### config.mk
export PLATFORM = sky130hd
export DESIGN_NAME = blank_splitter
export DESIGN_NICKNAME = d
export VERILOG_FILES = /design/src/rtl/blank_splitter_pkg.sv /design/src/rtl/blank_deglitch.sv /design/src/rtl/blank_splitter.sv
export SDC_FILE = /design/constraint.sdc
export NUM_CORES = 1
export LEC_CHECK = 0
export ABC_AREA = 1
export CAP_MARGIN = 20
export CORE_MARGIN = 8
export CORE_UTILIZATION = 55
export DETAILED_ROUTE_END_ITERATION = 8
export DONT_BUFFER_PORTS = 1
export PLACE_DENSITY = 0.78
export RECOVER_POWER = 25
export SYNTH_ARGS = -nofsm -noshare
export SYNTH_HDL_FRONTEND = slang
export SYNTH_SLANG_ARGS = --single-unit
### constraint.sdc
create_clock -name CLK -period 3.91 [get_ports CLK]
set_input_delay 0.5865 -clock CLK [delete_from_list [all_inputs] [get_ports CLK]]
set_output_delay 0.5865 -clock CLK [all_outputs]
set_load 0.005 [all_outputs]
### src/rtl/blank_splitter_pkg.sv
// Shared video-timing defaults and the blank classifier state encoding.
package blank_splitter_pkg;

  localparam int SYNC_STAGES_DEF = 2;
  localparam int GLITCH_DEF      = 3;
  localparam int VTHRESH_DEF     = 1024;
  localparam int CW_DEF          = 13;
  localparam int LW_DEF          = 10;

  typedef enum logic [1:0] {
    ACTIVE = 2'd0,
    HBLK   = 2'd1,
    VBLK   = 2'd2
  } blank_state_e;

  function automatic int cntWidth(input int n);
    return (n > 1) ? $clog2(n) : 1;
  endfunction

endpackage

### src/rtl/blank_deglitch.sv
// Brings the asynchronous host blank into the CLK domain and suppresses
// pulses shorter than GLITCH cycles.
module blank_deglitch
  import blank_splitter_pkg::*;
#(
  parameter int SYNC_STAGES = SYNC_STAGES_DEF,
  parameter int GLITCH      = GLITCH_DEF
) (
  input  logic CLK,
  input  logic RST,
  input  logic nBLANK_IN,
  output logic filt
);

  localparam int GW = cntWidth(GLITCH);

  logic [SYNC_STAGES-1:0] r_sync;
  logic [GW-1:0]          r_cnt;
  logic                   r_filt;
  logic                   w_s;

  assign w_s  = r_sync[SYNC_STAGES-1];
  assign filt = r_filt;

  // The filtered level only follows s after GLITCH consecutive disagreeing cycles.
  always_ff @(posedge CLK) begin
    if (RST) begin
      r_sync <= '1;
      r_cnt  <= '0;
      r_filt <= 1'b1;
    end else begin
      r_sync <= {r_sync[SYNC_STAGES-2:0], nBLANK_IN};
      if (w_s != r_filt) begin
        if (r_cnt == GW'(GLITCH - 1)) begin
          r_filt <= w_s;
          r_cnt  <= '0;
        end else begin
          r_cnt <= r_cnt + GW'(1);
        end
      end else begin
        r_cnt <= '0;
      end
    end
  end

endmodule

### src/rtl/blank_splitter.sv
// Splits the deglitched host blank into horizontal and vertical blanks by
// duration, and reports line length and lines-per-frame.
module blank_splitter
  import blank_splitter_pkg::*;
#(
  parameter int SYNC_STAGES = SYNC_STAGES_DEF,
  parameter int GLITCH      = GLITCH_DEF,
  parameter int VTHRESH     = VTHRESH_DEF,
  parameter int CW          = CW_DEF,
  parameter int LW          = LW_DEF
) (
  input  logic          CLK,
  input  logic          RST,
  input  logic          nBLANK_IN,
  output logic          nBLANK_OUT,
  output logic          nHBLANK,
  output logic          nVBLANK,
  output logic [CW-1:0] HB_LEN,
  output logic [LW-1:0] LINES,
  output logic          FRAME
);

  logic w_filt;

  blank_deglitch #(
    .SYNC_STAGES(SYNC_STAGES),
    .GLITCH     (GLITCH)
  ) u_deglitch (
    .CLK      (CLK),
    .RST      (RST),
    .nBLANK_IN(nBLANK_IN),
    .filt     (w_filt)
  );

  blank_state_e  r_state, w_stateNext;
  logic [CW-1:0] r_dur, w_durNext;
  logic [LW-1:0] r_lineCnt, w_lineCntNext;
  logic [CW-1:0] r_hbLen, w_hbLenNext;
  logic [LW-1:0] r_lines, w_linesNext;
  logic          r_nH, w_nHNext;
  logic          r_nV, w_nVNext;
  logic          r_frame, w_frameNext;

  assign nBLANK_OUT = w_filt;
  assign nHBLANK    = r_nH;
  assign nVBLANK    = r_nV;
  assign HB_LEN     = r_hbLen;
  assign LINES      = r_lines;
  assign FRAME      = r_frame;

  always_ff @(posedge CLK) begin
    if (RST) begin
      r_state   <= ACTIVE;
      r_dur     <= '0;
      r_lineCnt <= '0;
      r_hbLen   <= '0;
      r_lines   <= '0;
      r_nH      <= 1'b1;
      r_nV      <= 1'b1;
      r_frame   <= 1'b0;
    end else begin
      r_state   <= w_stateNext;
      r_dur     <= w_durNext;
      r_lineCnt <= w_lineCntNext;
      r_hbLen   <= w_hbLenNext;
      r_lines   <= w_linesNext;
      r_nH      <= w_nHNext;
      r_nV      <= w_nVNext;
      r_frame   <= w_frameNext;
    end
  end

  // A rising filt is tested before the threshold so a simultaneous end stays horizontal.
  always_comb begin
    w_stateNext   = r_state;
    w_durNext     = r_dur;
    w_lineCntNext = r_lineCnt;
    w_hbLenNext   = r_hbLen;
    w_linesNext   = r_lines;
    w_nHNext      = r_nH;
    w_nVNext      = r_nV;
    w_frameNext   = 1'b0;
    unique case (r_state)
      ACTIVE: begin
        w_durNext = '0;
        if (!w_filt) begin
          w_stateNext = HBLK;
          w_nHNext    = 1'b0;
          w_durNext   = CW'(1);
        end
      end
      HBLK: begin
        if (w_filt) begin
          w_stateNext = ACTIVE;
          w_nHNext    = 1'b1;
          w_hbLenNext = r_dur;
          w_durNext   = '0;
          if (r_lineCnt != '1) w_lineCntNext = r_lineCnt + LW'(1);
        end else begin
          w_durNext = r_dur + CW'(1);
          if (r_dur == CW'(VTHRESH - 1)) begin
            w_stateNext = VBLK;
            w_nHNext    = 1'b1;
            w_nVNext    = 1'b0;
          end
        end
      end
      VBLK: begin
        if (w_filt) begin
          w_stateNext   = ACTIVE;
          w_nVNext      = 1'b1;
          w_linesNext   = r_lineCnt;
          w_lineCntNext = '0;
          w_frameNext   = 1'b1;
          w_durNext     = '0;
        end else if (r_dur != '1) begin
          w_durNext = r_dur + CW'(1);
        end
      end
      default: begin
        w_stateNext = ACTIVE;
        w_nHNext    = 1'b1;
        w_nVNext    = 1'b1;
        w_durNext   = '0;
      end
    endcase
  end

endmodule

Yosys cells after proc, flatten, opt, wreduce, memory -nomap -nowiden
Index checks and enable logic that the tools add are counted.
{ "totals": {"register_bits": 56, "input_bits": 3, "output_inout_bits": 27, "word_cells": 66} }
{ "op_classes": {"n_addsub": 3, "eq_ne": 15, "muxes": 23, "n_bitwise": 3, "reduce_logical": 11} }
{ "ops": {"columns": ["operator", "n"], "rows": [
  ["two-way mux 13 bit", 3],
  ["case mux 13 bit (3 select lines)", 1],
  ["two-way mux 10 bit", 3],
  ["case mux 10 bit (2 select lines)", 1],
  ["adder 13 x 1 -> 13 bit, second input constant", 1],
  ["== test 13 x 10 -> 1 bit, second input constant", 1],
  ["inequality test 13 bit, second input constant", 1],
  ["adder 10 x 1 -> 10 bit, second input constant", 1],
  ["inequality test 10 bit, second input constant", 1],
  ["two-way mux 1 bit", 8],
  ["two-way mux 2 bit", 4],
  ["inequality test 2 bit, second input constant", 4],
  ["AND reduction 4 bit", 2],
  ["inequality test 3 x 2 -> 1 bit, second input constant", 2],
  ["case mux 1 bit (3 select lines)", 2],
  ["case mux 2 bit (3 select lines)", 1],
  ["AND reduction 2 bit", 3],
  ["AND reduction 3 bit", 2],
  ["== test 2 bit, second input constant", 2],
  ["inequality test 2 x 1 -> 1 bit, second input constant", 2],
  ["NOT 1 bit", 3],
  ["OR reduction 3 bit", 1],
  ["adder 2 x 1 -> 2 bit, second input constant", 1],
  ["== test 2 x 1 -> 1 bit, second input constant", 1],
  ["other kinds (4)", 4]
]} }

Longest topological paths before layout
Gate-level depths: netlist (run 1).
{ "depth": {"ltp_word": 4, "mapped_depth": 11, "mapped_depth_nobuf": 11} }

Hierarchy
A second synthesis (run 1) with hierarchy kept.
{ "unflattened": {"hier_cells": 359, "area_unflattened_um2": 2648.8} }
{ "modules_own_cells": {"columns": ["mod", "n_inst", "cells_each", "area_per_inst_um2", "seq_area_each_um2"], "rows": [
  ["blank_splitter", 1, 340, 2471.1, 1021.0],
  ["blank_deglitch", 1, 19, 177.7, 100.1]
]} }

Worst setup path before layout (run 1)
OpenSTA, ideal clock, no wires.
{ "synth_timing": {"path_kind": "reg2reg", "startpoint": "register r_lineCnt[0]", "endpoint": "register r_lineCnt[7]", "setup_time_ns": 0.115, "arrival_time_ns": 1.363, "required_time_ns": 3.795, "slack_ns": 2.432, "path_stages_with_launch": 9, "n_path_buf": 1, "period_less_slack_ns": 1.478, "path_cell_list": "dfxtp_1 -> ha_1 -> nand2_1 -> nor2_1 -> nand4_1 -> nand2_1 -> buf_4 -> o21ai_0 -> and2_1"} }
{ "synth_via": {"elab_chain_cells": 4, "word_cells_on_any_way": 7, "cone_classes": "1 x add/sub; 2 x eq/ne; 3 x mux; 1 x reduce/logical"} }
{ "synth_rtl": {"columns": ["element", "line", "rtl"], "rows": [
  ["start: declaration", "blank_splitter.sv:37", "logic [LW-1:0] r_lineCnt, w_lineCntNext;"],
  ["start signal: assignment", "blank_splitter.sv:64", "r_lineCnt <= w_lineCntNext;"],
  ["adder 10 x 1 -> 10 bit", "blank_splitter.sv:98", "if (r_lineCnt != '1) w_lineCntNext = r_lineCnt + LW'(1);"],
  ["two-way mux 10 bit", "blank_splitter.sv:98", null],
  ["two-way mux 10 bit", "blank_splitter.sv:93", "if (w_filt) begin"],
  ["case mux 10 bit (2 select lines)", "blank_splitter.sv:83", "unique case (r_state)"]
]} }
Parallel ways exist; a longest one is shown, timed or not. The select of a mux whose other input is x is not followed.
A chain may end at the register's enable or synchronous reset.

Worst setup path in the final report (run 1)
Ends and elaborated chain as after synthesis.

==> results of run 1 <==
==> stage by stage <==
step	total power [mW]	std cells	worst slack (ns)	area [um^2]
after floorplan	0.679	346	2.43	2560
after global routing	1.06	399	1.73	2680
after detailed placement	0.695	391	1.99	2580
after global placement	0.691	391	2.06	2580
after CTS	1.03	399	1.96	2680
final	1.02	399	1.95	2680
==> routing by layer <==
metal	vias to the layer above	routed length (um)	GRT usage
met2	79	2330	0.226
met3	14	488	0.0649
met1	1006	2640	0.204
li1	1126	-	-
met5	-	0	0
met4	0	106	0.0534
==> area by class of cell <==
type,count,area share
Clock buffer,6,0.0308
Clock inverter,2,0.00560
Inverter,38,0.0532
Multi-Input combinational cell,243,0.467
Sequential cell,56,0.418
Tap cell,54,0.0252
==> logic make-up after synthesis <==
family | after synthesis | synth area share
AO/OA/AOI/OAI | 79 | 0.160
adder cells (fa/ha/maj) | 8 | 0.0391
XOR/XNOR | 2 | 0.00685
flip-flops | 56 | 0.438
AND/OR/NAND/NOR | 154 | 0.284
buffers and inverters | 47 | 0.0714
==> critical path: stages (launching register included) <==
cell and delay, ns:
dfxtp_1 0.43, ha_1 0.22, nand2_1 0.09, nor2_1 0.18, nand4_1 0.15, nand2_1 0.32, inv_1 0.23, a21oi_1 0.16
and2_1 0.13
==> flip-flops by register name, indices dropped and copies added, names as in the netlist, 2 cells and up <==
| signal | cells |
|---|---|
| r_lineCnt | 10 |
| r_state | 2 |
| u_deglitch.r_sync | 2 |
| LINES | 10 |
| u_deglitch.r_cnt | 2 |
| r_dur | 13 |
| HB_LEN | 13 |
==> cells in the final DEF, fill, tap and decap left out, types with 2 or more instances in the layout <==
cell type,n
nand4_1,6
a21oi_1,39
nor2_4,3
clkbuf_8,6
nor2_1,44
nor2_2,2
nand2_2,5
ha_1,8
inv_1,38
nand3_1,23
o21ai_0,37
nor3_1,4
clkinvlp_4,2
nand2_1,58
xor2_1,2
nand2_4,2
or2_2,2
dfxtp_1,56
==> how the worst max path moves through the flow <==
stage,slack [ns],from,cells past startpoint,to
after global placement,2.06,r_state[0],10,r_lineCnt[2]
after CTS,1.96,r_state[0],8,r_lineCnt[7]
after global routing,1.73,r_state[0],8,r_lineCnt[7]
after detailed placement,1.99,r_state[0],10,r_lineCnt[2]
final,1.95,r_lineCnt[0],8,r_lineCnt[7]
after floorplan,2.43,r_lineCnt[0],8,r_lineCnt[7]
==> power by group <==
| group | switching [mW] | internal (mW) |
|---|---|---|
| Combinational | 0.0479 | 0.0224 |
| Clock | 0.192 | 0.144 |
| Sequential | 0.0179 | 0.593 |
==> summary.md, run 1 <==
| Metric | Value |
|---|---|
| Outcome | `finished clean` |
| Storage cell area | `about 1100 um^2` |
| Most common cell in the netlist | `nand2_1` |
| Die X | `approximately 84 um` |
| Hold Buf Count CTS | `0` |
| 1st-pass router iterations | `5` |
| Yosys reg bits | `56` |
| Sequential cell area fraction in the yosys report | `0.438` |
| Syn. warnings | `0` |
| GRT Residual Overflow | `0` |
| Fill cells | `between 400 and 500` |
| Starting DRT DRC Count | `210` |
| WP data required | `approximately 4.2 ns` |
| Post-CTS setup buffers | `0` |
| Asr flop ratio synth | `0` |
| Peak Freq | `a little over 500 MHz` |
| H-tree depth | `2` |
| DRC Markers | `0` |
| Top cells by area, synth | `dfxtp_1, nand2_1, a21oi_1, o21ai_0, nor2_1` |
| Clock-pin slew on the worst setup and hold paths | `0.10 ns` |
| CP endpoint kind | `flop` |
| Global-route usage over all layers | `0.157` |
| Detailed-route wire length per cell | `about 14 um` |
| Cell count after synthesis | `approximately 350` |
| Hold path endpoint | `r_lineCnt[5]` |
| Vias | `around 2200` |
| Row count | `25` |
| Flop-to-flop setup slack | `a little under 2 ns` |
| Post-synth top area cell | `dfxtp_1` |
| First-pass GRT wire length | `between 9000 and 10000 um` |
| Multi-input gate area | `between 1000 and 1500 um^2` |
| Area delta synth->final | `4.89%` |
| Die Area | `about 7000 um^2` |
| Yosys cell types | `27` |
| WHS | `about 0.33 ns` |
| CTS tree | `done` |
| Worst Reg-to-Reg Cells | `8` |
| Worst-margin pin slew | `0.853 ns` |
| Clk buf depth | `2` |
| Final setup viols | `0` |
| Setup CP Type | `reg2reg` |
| Initial Util | `0.556` |
| Fin. Hold Viols | `0` |
| Rel. slew slack | `0.431` |
| Fin crit period | `between 1.5 and 2 ns` |
| Core ar. | `around 4600 um^2` |
| # IOs | `30` |
| Clock Skew | `0.00763 ns` |
| Initial antenna violation count | `0` |
| Crit path max fanout | `12` |
| Startpoint Class | `flop` |
| Routed Antenna Nets | `0` |
| Worst Hold Launch | `RST` |
| Final net count | `355` |
| Commonest cells post-synth | `nand2_1, dfxtp_1, nor2_1` |
| Die height | `~84 um` |
| Max-cap viol count | `0` |
| Final Cycle Share | `0.501` |
| Layout cell share with drive strength beyond 1 | `0.0725` |
| Share of the synthesized area in the top cell type | `0.438` |
| Unrepaired setup endpoints after global routing | `false` |
| WP data arrival | `roughly 2.2 ns` |
| Peak supply drop | `about 0.15 mV` |
| Syn Area/Cell | `about 7.4 um^2` |
| Util after Layout | `0.583` |
| Setup_tns | `0 ns` |
| Largest net degree at the start of global routing | `33` |
| Post-synth EDFFs | `0` |
| Hold path depth | `1` |
| P per Cell Area | `~380 nW/um^2` |
| Post-cts gate resize count | `0` |
| Synth Flop Type | `dfxtp_1` |
| Number of global-route vias before repair | `between 2000 and 2500` |
| Root Buffer | `clkbuf_8` |
| Syn_nets | `357` |
| Vias/cell | `between 5 and 6` |
| Synthesized area | `~2600 um^2` |
| Final Max Slew Viols | `0` |
| R2r endpoint | `r_lineCnt[7]` |
| Clock Latency Late Sink | `0.32 ns` |
| Hpwl dp | `about 4000 um` |
| CTS sink cnt | `between 50 and 60` |
| Total wire length | `~5600 um` |
| Worst min path class | `in2reg` |
| Num CTS Buffers | `5` |
| Pleak | `between 1 and 1.5 nW` |
| Inserted Diodes | `0` |
| Worst reg2reg path startpoint | `r_lineCnt[0]` |
| Placer Congestion | `between 0.8 and 0.9` |
| Port Buffers | `0` |
Note: power is estimated with default switching activity, not from simulation.
==> inputs of run 2 (changes only) <==
--- a/config.mk
+++ b/config.mk
@@ -11,7 +11,7 @@
 export CORE_UTILIZATION = 55
 export DETAILED_ROUTE_END_ITERATION = 8
 export DONT_BUFFER_PORTS = 1
-export PLACE_DENSITY = 0.78
+export PLACE_DENSITY = 0.81
 export RECOVER_POWER = 25
 export SYNTH_ARGS = -nofsm -noshare
 export SYNTH_HDL_FRONTEND = slang
==> constraint.sdc (replaced) <==
create_clock -name CLK -period 1.6 [get_ports CLK]
set_input_delay 0.24 -clock CLK [delete_from_list [all_inputs] [get_ports CLK]]
set_output_delay 0.24 -clock CLK [all_outputs]
set_load 0.005 [all_outputs]
==> run 2 against run 1 <==
Fmax rose by 27%. Non-clock buffer count grew 23. Die area did not move. Power is 150% higher. Register-to-register slack got worse by 1.9 ns. Utilization is 6.3 points higher. Final area up 11%. Sequential share of layout area down 3.5 points. Critical endpoint is now r_lineCnt[6]. Largest cell class unchanged. Largest power group unchanged.
==> summary.md, run 2 (synthesis gave the netlist of run 1 again) <==
| Metric | Value |
|---|---|
| Comb power frac | `0.095 (was 0.069)` |
| Net switching power | `636 uW (was 258 uW)` |
| Sequential power share | `0.591 (was 0.601)` |
| Crit path launch | `r_lineCnt[0] (unchanged)` |
| First-pass GRT wire length | `9850 um (was 9250 um)` |
| Final net count | `379 (was 355)` |
| Peak supply drop | `0.450 mV (was 0.150 mV)` |
| Clk buf depth | `2 (unchanged)` |
| Worst Reg-to-Reg Cells | `9 (was 8)` |
| Rel. slew slack | `0.762 (was 0.431)` |
| Number of global-route vias before repair | `2081 (was 2001)` |
| Most frequent CP cell | `nand2_1 (unchanged)` |
| Internal | `1.88 mW (was 759 uW)` |
| Final Cycle Share | `0.961 (was 0.501)` |
| Outcome | `finished clean (unchanged)` |
| Crit path max fanout | `8 (was 12)` |
| Total wire length | `6110 um (was 5570 um)` |
| Core ar. | `4600 um^2 (unchanged)` |
| Top delay family on crit path | `simple AND/OR/NAND/NOR gates (unchanged)` |
| Row count | `25 (unchanged)` |
| Setup_tns | `0 ns (unchanged)` |
| CP endpoint kind | `flop (unchanged)` |
| Clock Skew | `0.00964 ns (was 0.00763 ns)` |
| CTS tree | `done (unchanged)` |
| Worst min path class | `in2reg (unchanged)` |
| # IOs | `30 (unchanged)` |
| Worst-margin pin slew | `0.355 ns (was 0.853 ns)` |
| Routed Antenna Nets | `0 (unchanged)` |
| Num CTS Buffers | `5 (unchanged)` |
| Commonest non-fill, non-tap cell in the layout | `nand2_1 (unchanged)` |
| GRT Residual Overflow | `0 (unchanged)` |
| Vias/cell | `5.49 (was 5.58)` |
| Clock-pin slew on the worst setup and hold paths | `0.09 ns (was 0.10 ns)` |
| Starting DRT DRC Count | `244 (was 210)` |
| Peak Freq | `650 MHz (was 510 MHz)` |
| Fill cells | `376 (was 433)` |
| Die height | `84.2 um (unchanged)` |
| WP data arrival | `1.75 ns (was 2.23 ns)` |
| Initial antenna violation count | `0 (unchanged)` |
| Hold path depth | `1 (unchanged)` |
| Inserted Diodes | `0 (unchanged)` |
| Global-route usage over all layers | `0.164 (was 0.157)` |
| Startpoint Class | `flop (unchanged)` |
| Crit-path max cell delay | `0.34 ns (was 0.43 ns)` |
| Util after Layout | `0.647 (was 0.583)` |
| Worst reg2reg path startpoint | `r_lineCnt[0] (unchanged)` |
| Die Area | `7090 um^2 (unchanged)` |
| Hpwl dp | `4260 um (was 4010 um)` |
| CTS sink cnt | `56 (unchanged)` |
| R2r endpoint | `r_lineCnt[6] (was r_lineCnt[7])` |
| Port Buffers | `0 (unchanged)` |
| Final setup viols | `0 (unchanged)` |
| Max-cap viol count | `0 (unchanged)` |
| Final instance area | `2970 um^2 (was 2680 um^2)` |
| P per Cell Area | `848 nW/um^2 (was 379 nW/um^2)` |
| Die X | `84.2 um (unchanged)` |
| Worst path depth | `9 (was 8)` |
| Worst path bufs/invs | `1 (unchanged)` |
| WHS | `0.0301 ns (was 0.326 ns)` |
| Vias | `2322 (was 2225)` |
| DRC Markers | `0 (unchanged)` |
| Final Max Slew Viols | `0 (unchanged)` |
| WP data required | `1.81 ns (was 4.18 ns)` |
| Fin crit period | `1.54 ns (was 1.96 ns)` |
| Placer Congestion | `0.888 (was 0.874)` |
| Pwr Total | `2.52 mW (was 1.02 mW)` |
| Placed Area | `2730 um^2 (was 2580 um^2)` |
| Layout cell share with drive strength beyond 1 | `0.206 (was 0.0725)` |
| Clock Latency Late Sink | `0.31 ns (was 0.32 ns)` |
| Area delta synth->final | `16.2% (was 4.89%)` |
| Slowest CP cell | `dfxtp_1 (unchanged)` |
| Critical Path End | `r_lineCnt[6] (was r_lineCnt[7])` |
| Clk network pwr share | `0.314 (was 0.330)` |
| Initial Util | `0.556 (unchanged)` |
| Sw Share | `0.252 (was 0.253)` |
| Pleak | `1.15 nW (was 1.04 nW)` |
| Largest net degree at the start of global routing | `24 (was 33)` |
| Flop-to-flop setup slack | `0.06 ns (was 1.95 ns)` |
| Detailed-route wire length per cell | `14.4 um (was 13.9 um)` |
| Unrepaired setup endpoints after global routing | `true (was false)` |
| 1st-pass router iterations | `4 (was 5)` |
| CP Cell Sequence | `ha_2 -> nand2_1 -> nor2_2 -> nand4_1 -> nand2_2 -> buf_6 -> o21ai_1 -> nand2_1 -> nor2_1 (was ha_1 -> nand2_1 -> nor2_1 -> nand4_1 -> nand2_1 -> inv_1 -> a21oi_1 -> and2_1)` |
| Root Buffer | `clkbuf_8 (unchanged)` |
| Most frequent cells in the layout | `nand2_1, dfxtp_1, nor2_1 (unchanged)` |
| H-tree depth | `2 (unchanged)` |
| Setup CP Type | `reg2reg (unchanged)` |
| Fin. Hold Viols | `0 (unchanged)` |
[run 2: cell types whose count changed in the layout (fill, tap and decap cells not counted), moves of 4 or more]
cell	before	now
buf_4	0	21
dfxtp_1	56	48
dfxtp_2	0	5
ha_1	8	3
inv_1	38	33
nand2_1	58	53
nand2_2	5	10
ha_4	0	4
inv_2	0	4
[run 2: final cells by class]
class                   count  area [um^2]  share of cell area
multi-input cells         243         1340               0.452
flip-flops and latches     56         1140               0.383
repair buffers             23          179              0.0602
inverters                  38          146              0.0492
clock buffers               6         82.6              0.0278
well taps                  54         67.6              0.0227
clock inverters             2         10.0             0.00337
repair inverters            1         5.00             0.00168
[run 2: through the flow]
stage / setup WS (ns) / instances
2_1_floorplan: 0.122 / 346
6_report: 0.0624 / 423
3_3_place_gp: -0.00365 / 410
4_1_cts: -0.0201 / 419
5_1_grt: -0.0193 / 423
3_5_place_dp: -0.00350 / 410
[run 2: worst min path at each step]
stage / slack (ns) / start / end
after floorplan: 0.34 / nBLANK_IN / u_deglitch.r_sync[0]
after global placement: 0.31 / RST / r_state[0]
after detailed placement: 0.32 / RST / r_lineCnt[5]
after CTS: 0.03 / nBLANK_IN / u_deglitch.r_sync[0]
after global routing: 0.02 / RST / u_deglitch.r_sync[1]
final: 0.03 / nBLANK_IN / u_deglitch.r_sync[0]
[run 2: layer usage]
metal,vias to the layer above,global-route usage,share of wire
met2,75,0.254,0.47
met4,0,0.0487,0.014
met3,8,0.0494,0.084
met5,-,0,0
met1,1062,0.214,0.43
li1,1177,-,-
[run 2: power groups by stage]
stage / Combinational, mW / Sequential, mW / Clock [mW]
final: 0.239 / 1.49 / 0.791
after global routing: 0.269 / 1.50 / 0.853
after CTS: 0.203 / 1.49 / 0.799
after detailed placement: 0.195 / 1.52 / 0
after global placement: 0.186 / 1.52 / 0
after floorplan: 0.148 / 1.51 / 0
[run 2: what timing repair did]
item / CTS / global route
hold endpoints to repair: 8 / 0
gates cloned: 0 / 1
resized for setup: 4 / 35
hold buffers: 1 / 0
pin swaps: 0 / 9
setup buffers: 0 / 3
endpoints found under the setup margin: 10 / 38
